## src/rtl/wb_port_arbiter.sv

```systemverilog
`timescale 1ns/1ps
// Round-robin arbiter sharing the single writeback/ROB-completion port among NUM_REQ pipelines.
// Define WB_ARB_STATS_EN to add saturating conflict/stall counters (stat_conflict, stat_stall).
module wb_port_arbiter #(
    parameter int NUM_REQ   = 3,
    parameter int WORD_SIZE = 32,
    parameter int ROB_ID_W  = 7
) (
    input  logic                           clk,
    input  logic                           reset,
    input  logic                           flush,
    input  logic [NUM_REQ-1:0]             req_valid,
    output logic [NUM_REQ-1:0]             req_ready,
    input  logic [NUM_REQ*2-1:0]           req_type,
    input  logic [NUM_REQ*WORD_SIZE-1:0]   req_pc,
    input  logic [NUM_REQ-1:0]             req_exception,
    input  logic [NUM_REQ*WORD_SIZE-1:0]   req_vaddr,
    input  logic [NUM_REQ*WORD_SIZE-1:0]   req_result,
    input  logic [NUM_REQ*ROB_ID_W-1:0]    req_rob_id,
    input  logic                           wb_stall,
    output logic                           wb_valid,
    output logic [1:0]                     wb_type,
    output logic [WORD_SIZE-1:0]           wb_pc,
    output logic                           wb_exception,
    output logic [WORD_SIZE-1:0]           wb_vaddr,
    output logic [WORD_SIZE-1:0]           wb_result,
    output logic [ROB_ID_W-1:0]            wb_rob_id,
`ifdef WB_ARB_STATS_EN
    output logic [31:0]                    stat_conflict,
    output logic [31:0]                    stat_stall,
`endif
    output logic [$clog2(NUM_REQ)-1:0]     dbg_prio_ptr
);

    localparam int PTR_W = $clog2(NUM_REQ);

    // Handshake: a record moves from requester i when req_valid[i] && req_ready[i] at a rising
    // edge. req_ready is a combinational function of req_valid and registered state, so a
    // requester must never derive req_valid from req_ready; an ungranted request stays asserted.

    logic [1:0]           type_a   [NUM_REQ];
    logic [WORD_SIZE-1:0] pc_a     [NUM_REQ];
    logic [WORD_SIZE-1:0] vaddr_a  [NUM_REQ];
    logic [WORD_SIZE-1:0] result_a [NUM_REQ];
    logic [ROB_ID_W-1:0]  rob_a    [NUM_REQ];

    for (genvar g = 0; g < NUM_REQ; g++) begin : g_unpack
        assign type_a[g]   = req_type[g*2 +: 2];
        assign pc_a[g]     = req_pc[g*WORD_SIZE +: WORD_SIZE];
        assign vaddr_a[g]  = req_vaddr[g*WORD_SIZE +: WORD_SIZE];
        assign result_a[g] = req_result[g*WORD_SIZE +: WORD_SIZE];
        assign rob_a[g]    = req_rob_id[g*ROB_ID_W +: ROB_ID_W];
    end

    logic [PTR_W-1:0]     prio_ptr, prio_d;
    logic                 wb_valid_d;
    logic [1:0]           wb_type_d;
    logic [WORD_SIZE-1:0] wb_pc_d, wb_vaddr_d, wb_result_d;
    logic                 wb_exception_d;
    logic [ROB_ID_W-1:0]  wb_rob_id_d;

    logic                 slot_free;
    logic                 grant_found;
    logic [PTR_W-1:0]     grant_idx;
    logic                 transfer;
    int                   scan_idx;

    // State register: output record plus round-robin pointer.
    always_ff @(posedge clk or negedge reset) begin
        if (!reset) begin
            prio_ptr     <= '0;
            wb_valid     <= 1'b0;
            wb_type      <= '0;
            wb_pc        <= '0;
            wb_exception <= 1'b0;
            wb_vaddr     <= '0;
            wb_result    <= '0;
            wb_rob_id    <= '0;
        end else begin
            prio_ptr     <= prio_d;
            wb_valid     <= wb_valid_d;
            wb_type      <= wb_type_d;
            wb_pc        <= wb_pc_d;
            wb_exception <= wb_exception_d;
            wb_vaddr     <= wb_vaddr_d;
            wb_result    <= wb_result_d;
            wb_rob_id    <= wb_rob_id_d;
        end
    end

    // Output logic: grant scan starting at prio_ptr, wrapping at NUM_REQ.
    always_comb begin
        slot_free   = !wb_valid || !wb_stall;
        grant_found = 1'b0;
        grant_idx   = '0;
        scan_idx    = 0;
        req_ready   = '0;
        for (int k = 0; k < NUM_REQ; k++) begin
            scan_idx = int'(prio_ptr) + k;
            if (scan_idx >= NUM_REQ) begin
                scan_idx = scan_idx - NUM_REQ;
            end
            if (!grant_found && req_valid[PTR_W'(scan_idx)]) begin
                grant_found = 1'b1;
                grant_idx   = PTR_W'(scan_idx);
            end
        end
        if (reset && slot_free && !flush && grant_found) begin
            req_ready[grant_idx] = 1'b1;
        end
    end

    assign transfer     = |req_ready;
    assign dbg_prio_ptr = prio_ptr;

    // Next-state logic: flush beats stall, stall freezes everything, otherwise load or drain.
    always_comb begin
        prio_d         = prio_ptr;
        wb_valid_d     = wb_valid;
        wb_type_d      = wb_type;
        wb_pc_d        = wb_pc;
        wb_exception_d = wb_exception;
        wb_vaddr_d     = wb_vaddr;
        wb_result_d    = wb_result;
        wb_rob_id_d    = wb_rob_id;
        if (flush) begin
            wb_valid_d = 1'b0;
        end else if (slot_free) begin
            if (transfer) begin
                wb_valid_d     = 1'b1;
                wb_type_d      = type_a[grant_idx];
                wb_pc_d        = pc_a[grant_idx];
                wb_exception_d = req_exception[grant_idx];
                wb_vaddr_d     = vaddr_a[grant_idx];
                wb_result_d    = result_a[grant_idx];
                wb_rob_id_d    = rob_a[grant_idx];
                prio_d         = (int'(grant_idx) == NUM_REQ - 1) ? '0 : grant_idx + 1'b1;
            end else begin
                wb_valid_d = 1'b0;
            end
        end
    end

`ifdef WB_ARB_STATS_EN
    int  valid_count;
    logic conflict_cycle;

    always_comb begin
        valid_count = 0;
        for (int k = 0; k < NUM_REQ; k++) begin
            valid_count = valid_count + int'(req_valid[k]);
        end
        conflict_cycle = (valid_count >= 2) && slot_free && !flush;
    end

    always_ff @(posedge clk or negedge reset) begin
        if (!reset) begin
            stat_conflict <= '0;
            stat_stall    <= '0;
        end else begin
            if (conflict_cycle && (stat_conflict != 32'hFFFF_FFFF)) begin
                stat_conflict <= stat_conflict + 32'd1;
            end
            if (wb_valid && wb_stall && (stat_stall != 32'hFFFF_FFFF)) begin
                stat_stall <= stat_stall + 32'd1;
            end
        end
    end
`endif

endmodule
```

## config.mk

```make
export PLATFORM = sky130hd
export DESIGN_NAME = wb_port_arbiter
export DESIGN_NICKNAME = d
export VERILOG_FILES = /design/src/rtl/wb_port_arbiter.sv
export SDC_FILE = /design/constraint.sdc
export NUM_CORES = 1
export LEC_CHECK = 0
export ABC_AREA = 1
export CORE_AREA = 2 2 171 173
export DETAILED_ROUTE_END_ITERATION = 12
export DIE_AREA = 0 0 173 175
export PLACE_DENSITY_LB_ADDON = 0.12
export SLEW_MARGIN = 20
export SYNTH_ARGS = -nofsm -noshare
export SYNTH_HDL_FRONTEND = slang
export SYNTH_SLANG_ARGS = --single-unit
```

## constraint.sdc

```tcl
create_clock -name clk -period 2.9 [get_ports clk]
set_input_delay 0.29 -clock clk [delete_from_list [all_inputs] [get_ports clk]]
set_output_delay 0.29 -clock clk [all_outputs]
set_load 0.05 [all_outputs]
```

Word-level counts from Yosys, hierarchy flattened
Index checks and enable logic that the tools add are counted.

operators by class
  bitwise operators = 2
  magnitude comparators = 9
  reductions and logical operators = 15
  equality and inequality tests = 1
  mux-type cells = 42
  add/sub/neg operators = 6

operators with widths
  cell                                                         count
  binary-select mux 32 bit (select 2 bit)                      3
  2-to-1 mux 32 bit                                            6
  2-to-1 mux 2 bit                                             9
  binary-select mux 7 bit (select 2 bit)                       1
  2-to-1 mux 1 bit                                             14
  2-to-1 mux 7 bit                                             2
  less-than comparator 2 x 4 -> 1 bit (second input constant)  3
  binary-select mux 1 bit (select 2 bit)                       4
  >= comparator 3 x 2 -> 1 bit (second input constant)         2
  logical AND 1 bit                                            6
  subtractor 2 bit (second input constant)                     3
  logical NOT 1 bit                                            5
  binary-select mux 2 bit (select 2 bit)                       1
  adder 2 x 1 -> 3 bit (second input constant)                 1
  adder 2 x 2 -> 3 bit (second input constant)                 1
  >= comparator 3 bit (second input constant)                  1
  less-than comparator 2 x 3 -> 1 bit (second input constant)  1
  2-to-1 mux 3 bit                                             1
  inverter 2 -> 3 bit                                          1
  AND reduction 3 bit                                          1
  OR reduction 3 bit                                           1
  adder 2 x 1 -> 2 bit (second input constant)                 1
  demux 1 bit (select 2 bit)                                   1
  equality test 2 bit (second input constant)                  1
  other kinds (5)                                              5

word-level totals
  output and inout port bits = 112
  register bits after elaboration = 109
  input bits = 325

Longest topological paths before layout
  depth in word-level cells = 21
  mapped depth = 17
  depth with buffers taken out = 15

Worst setup path after synthesis
OpenSTA, ideal clock, no wires.

  path type = flip-flop to output port
  start = register prio_ptr[0], in the netlist dbg_prio_ptr[0]
  end = output port req_ready[0]
  stages on the path, launching flop included = 15
  arrival = 2.845 ns
  buffers on the path = 3
  path slack = -0.235 ns
  cell sequence = dfrtp_1 inv_1 ha_1 inv_2 nand3_1 nand2_1 nor2_2 nand4_1 nand2_1 inv_1 nand3_1 buf_2 buf_2 buf_4 nor2_1

between the ends
  word-level cells in the longest chain between the ends = 17
  elaborated cells on any way between the ends = 37
  classes of those cells = 5 x add/sub; 5 x order compare; 21 x mux; 6 x reduce/logical

ends and longest elaborated chain
  item                                                           RTL line  RTL
  start: declaration                                             55        logic [PTR_W-1:0] prio_ptr, prio_d;
  start signal: assignment                                       80        prio_ptr <= prio_d;
  branches (longest 16 deep; another with adder 2 x 1 -> 3 bit)  -
  2-to-1 mux 3 bit *                                             108       if (reset && slot_free && !flush && grant_found) begin
  end: declaration                                               13        output logic [NUM_REQ-1:0] req_ready,

Mark *: on every way between the ends. The select of a mux whose other input is x is not followed.

Worst setup path in the final report
  start = register prio_ptr[0], in the netlist dbg_prio_ptr[0]
  end = output port req_ready[1]

The elaborated chain is that of the path after synthesis.

==> metrics.log <==
[metrics] starting density of the core: 27.8%
[metrics] average wire per cell in the routed design: 16.7 um
[metrics] total power consumption of the routed design: 16,400 uW
[metrics] clock root cell: sky130_fd_sc_hd__clkbuf_16
[metrics] number of warnings reported in the yosys synthesis log: 0
[metrics] kind of launch point of the worst setup path: flop
[metrics] number of I/O port buffers: 436
[metrics] nets@finish: 2,039
[metrics] worst path required time: 2.61 ns
[metrics] Pins Over Slew Limit: 0
[metrics] clock-pin slew on the worst setup and hold paths: 0.08 ns
[metrics] met3 usage: 6.11%
[metrics] total number of placement rows: 62
[metrics] Min-Delay Path Class: input pin to async pin
[metrics] Data arrival, critical path: 2.45 ns
[metrics] Crit Path Class: flop to primary output
[metrics] largest fanout on the critical path: 17
[metrics] total clock buffers created by CTS: 9
[metrics] highest clock rate: 365 MHz
[metrics] number of DRC violations after detailed-routing iteration 0: 616
[metrics] largest buffer count on any clock path: 2
[metrics] cell count after synthesis: 1,324
[metrics] initial antenna violation count: 1
[metrics] category of the worst setup path capture point: primary output
[metrics] Cell Pwr Density: 1260 mW/mm^2
[metrics] total I/O pin count: 437
[metrics] worst setup skew after layout: 0.0119 ns
[metrics] global placer's final weighted congestion: 0.879
[metrics] total global-route track usage: 22.6%
[metrics] area added between synthesis and finish: 66.0%
[metrics] chip height: 175 um
[metrics] met1 track demand over resource in global routing: 27.9%
[metrics] most utilized layer in the global route result: met2
[metrics] synthesized area per cell: 5.95 um^2
[metrics] clock sink count: 109
[metrics] number of detailed-routing iterations run before antenna repair: 5
[metrics] pin count of the biggest net entering global routing: 108
[metrics] most common library cell in the layout ignoring fill and taps: sky130_fd_sc_hd__nand2_1
[metrics] cell area after technology mapping: 0.00788 mm^2
[metrics] post-route non-filler standard cell count: 2,098
[metrics] count of different cell masters after synthesis: 24
[metrics] total of endpoints with negative setup slack in the final report: 0
[metrics] register bit count reported by yosys: 109
[metrics] highest-count cells in the layout ignoring fill and taps: sky130_fd_sc_hd__nand2_1, sky130_fd_sc_hd__clkdlybuf4s50_1, sky130_fd_sc_hd__nand3_1, sky130_fd_sc_hd__inv_1, sky130_fd_sc_hd__dfrtp_1
[metrics] number of global-route vias before repair: 9,241
[metrics] Final Hold Vio Count: 0
[metrics] per-cell via count in the routed design: 4.58
[metrics] standard cell area after detailed placement: 0.0126 mm^2
[metrics] overall overflow remaining after global route: 0
[metrics] number of antenna cells inserted: 0
[metrics] area of the die: 0.0303 mm^2
[metrics] run status: complete, no violations
[metrics] placed cell count: 2,074
[metrics] Finished Cell Area: 0.0131 mm^2
[metrics] fraction of final layout cells sized beyond drive strength 1: 4.14%
[metrics] Peak VDD IR: 0.847 mV
[metrics] fraction of the yosys area taken by sequential cells: 34.6%
[metrics] Final ANT Viol Nets: 0
[metrics] vias after detailed routing: 9,614
[metrics] met2 Use GR: 39.0%
[metrics] detailed-route wire length: 35,100 um
[metrics] first-pass GRT wire length: 54,000 um
[metrics] slew of the pin with the lowest slew margin: 0.832 ns
[metrics] final period utilization: 94.5%
[metrics] nets in the synthesized netlist: 1,653
[metrics] Worst-Skew Late Latency: 0.35 ns
[metrics] summed negative setup slack over all endpoints: 0 ns
[metrics] CORE AREA: 0.0284 mm^2
[metrics] half-perimeter wire length of the detailed placement result: 23,900 um
[metrics] clock tree from TritonCTS: yes
[metrics] unrepaired setup endpoints after global routing: no
[metrics] leakage power summed over all cells: 0.00697 uW
[metrics] H-tree level count: 3
[metrics] post-layout utilization of the core: 46.1%
[metrics] Tmin final: 2.74 ns
[metrics] Max-Cap Viols: 0
[metrics] Slew Limit Headroom: 44.5%
[metrics] die width: 173 um
[metrics] count of unresolved DRC violations after routing: 0
## registers in the layout, summed over array words and instances, names as in the netlist
signal and cells:
dbg_prio_ptr 2, wb_exception 1, wb_pc 32, wb_result 32, wb_rob_id 7, wb_type 2
wb_vaddr 32, wb_valid 1
## cells in the mapped netlist
| library cell | count | share of area, % |
|---|---|---|
| sky130_fd_sc_hd__a21boi_0 | 1 | 0.095 |
| sky130_fd_sc_hd__a21oi_1 | 1 | 0.063 |
| sky130_fd_sc_hd__buf_1 | 17 | 0.81 |
| sky130_fd_sc_hd__buf_2 | 41 | 2.6 |
| sky130_fd_sc_hd__buf_4 | 8 | 0.76 |
| sky130_fd_sc_hd__buf_6 | 2 | 0.29 |
| sky130_fd_sc_hd__clkbuf_1 | 22 | 1.0 |
| sky130_fd_sc_hd__dfrtp_1 | 109 | 35 |
| sky130_fd_sc_hd__ha_1 | 4 | 0.63 |
| sky130_fd_sc_hd__inv_1 | 223 | 11 |
| sky130_fd_sc_hd__inv_2 | 5 | 0.24 |
| sky130_fd_sc_hd__nand2_1 | 544 | 26 |
| sky130_fd_sc_hd__nand2_2 | 3 | 0.24 |
| sky130_fd_sc_hd__nand3_1 | 327 | 21 |
| sky130_fd_sc_hd__nand3_2 | 1 | 0.13 |
| sky130_fd_sc_hd__nand3b_1 | 1 | 0.095 |
| sky130_fd_sc_hd__nand4_1 | 2 | 0.16 |
| sky130_fd_sc_hd__nand4_2 | 1 | 0.16 |
| sky130_fd_sc_hd__nor2_1 | 7 | 0.33 |
| sky130_fd_sc_hd__nor2_2 | 1 | 0.079 |
| sky130_fd_sc_hd__nor2_4 | 1 | 0.14 |
| sky130_fd_sc_hd__nor3_1 | 1 | 0.063 |
| sky130_fd_sc_hd__o21ai_2 | 1 | 0.11 |
| sky130_fd_sc_hd__or2_1 | 1 | 0.079 |
## routing by layer
layer	wire [um]	share of wire, %	vias up
met1	14600	42	4433
met3	2980	8.5	26
met2	16900	48	369
li1	-	-	4784
met4	558	1.6	2
met5	9	0.026	-
## worst paths after layout
kind / to / slack [ns] / cells after the start / from
max reg2reg: wb_result[8] / 0.26 / 14 / dbg_prio_ptr[0]
min in group clk: wb_pc[15] / 0.51 / 2 / wb_pc[15]
max in group asynchronous: wb_rob_id[3] / 0.88 / 4 / reset
max: req_ready[1] / 0.16 / 13 / dbg_prio_ptr[0]
min reg2reg: wb_pc[15] / 0.51 / 2 / wb_pc[15]
min: wb_result[2] / 0.29 / 2 / reset
## cells by family (layout without fill, tap and decap cells)
| kind of cell | count (synthesis) | count (layout) | share of synthesized area, % |
|---|---|---|---|
| AND/OR/NAND/NOR | 890 | 890 | 48.1 |
| buffers and inverters | 318 | 708 | 16.4 |
| adder cells (fa/ha/maj) | 4 | 4 | 0.635 |
| flip-flops | 109 | 109 | 34.6 |
| AO/OA/AOI/OAI | 3 | 3 | 0.270 |
## power by group
part / switching [uW] / internal (uW) / total (uW)
Combinational: 8220 / 4180 / 12400
Clock: 632 / 677 / 1310
Sequential: 424 / 2300 / 2720
## final cells by class
class / count / area, um^2
clock inverters: 6 / 71.3
multi-input cells: 897 / 3940
clock buffers: 9 / 225
flip-flops and latches: 109 / 2730
well taps: 384 / 480
inverters: 228 / 860
fillers: 3004 / 15300
repair buffers: 465 / 4780
## worst max-delay path: stages, from the launching register on
cell                      delay, ns
sky130_fd_sc_hd__dfrtp_2       0.44
sky130_fd_sc_hd__inv_1         0.09
sky130_fd_sc_hd__ha_2          0.30
sky130_fd_sc_hd__inv_2         0.08
sky130_fd_sc_hd__nand3_1       0.08
sky130_fd_sc_hd__nand2_1       0.12
sky130_fd_sc_hd__nor2_4        0.06
sky130_fd_sc_hd__nand3_1       0.09
sky130_fd_sc_hd__nor2_2        0.05
sky130_fd_sc_hd__nor2_4        0.19
sky130_fd_sc_hd__nand3_4       0.14
sky130_fd_sc_hd__buf_16        0.19
sky130_fd_sc_hd__inv_1         0.11
sky130_fd_sc_hd__buf_12        0.14
## what timing repair did
action | CTS | global route
setup endpoints to repair | 3 | 4
setup buffers | 0 | 5
pin swaps | 2 | 2
hold buffers | 1 | 0
endpoints found under the hold margin | 2 | 0
resized for setup | 6 | 7
gates cloned | 2 | 1
## per-stage QoR
step	hold WS [ns]	setup slack, ns
after floorplan	-0.00559	-0.0183
after global placement	0.101	0.161
after detailed placement	0.100	0.0875
after CTS	0.253	0.0244
after global routing	0.279	0.00531
final	0.292	0.159
No activity file was read; power rests on OpenSTA's default activity.
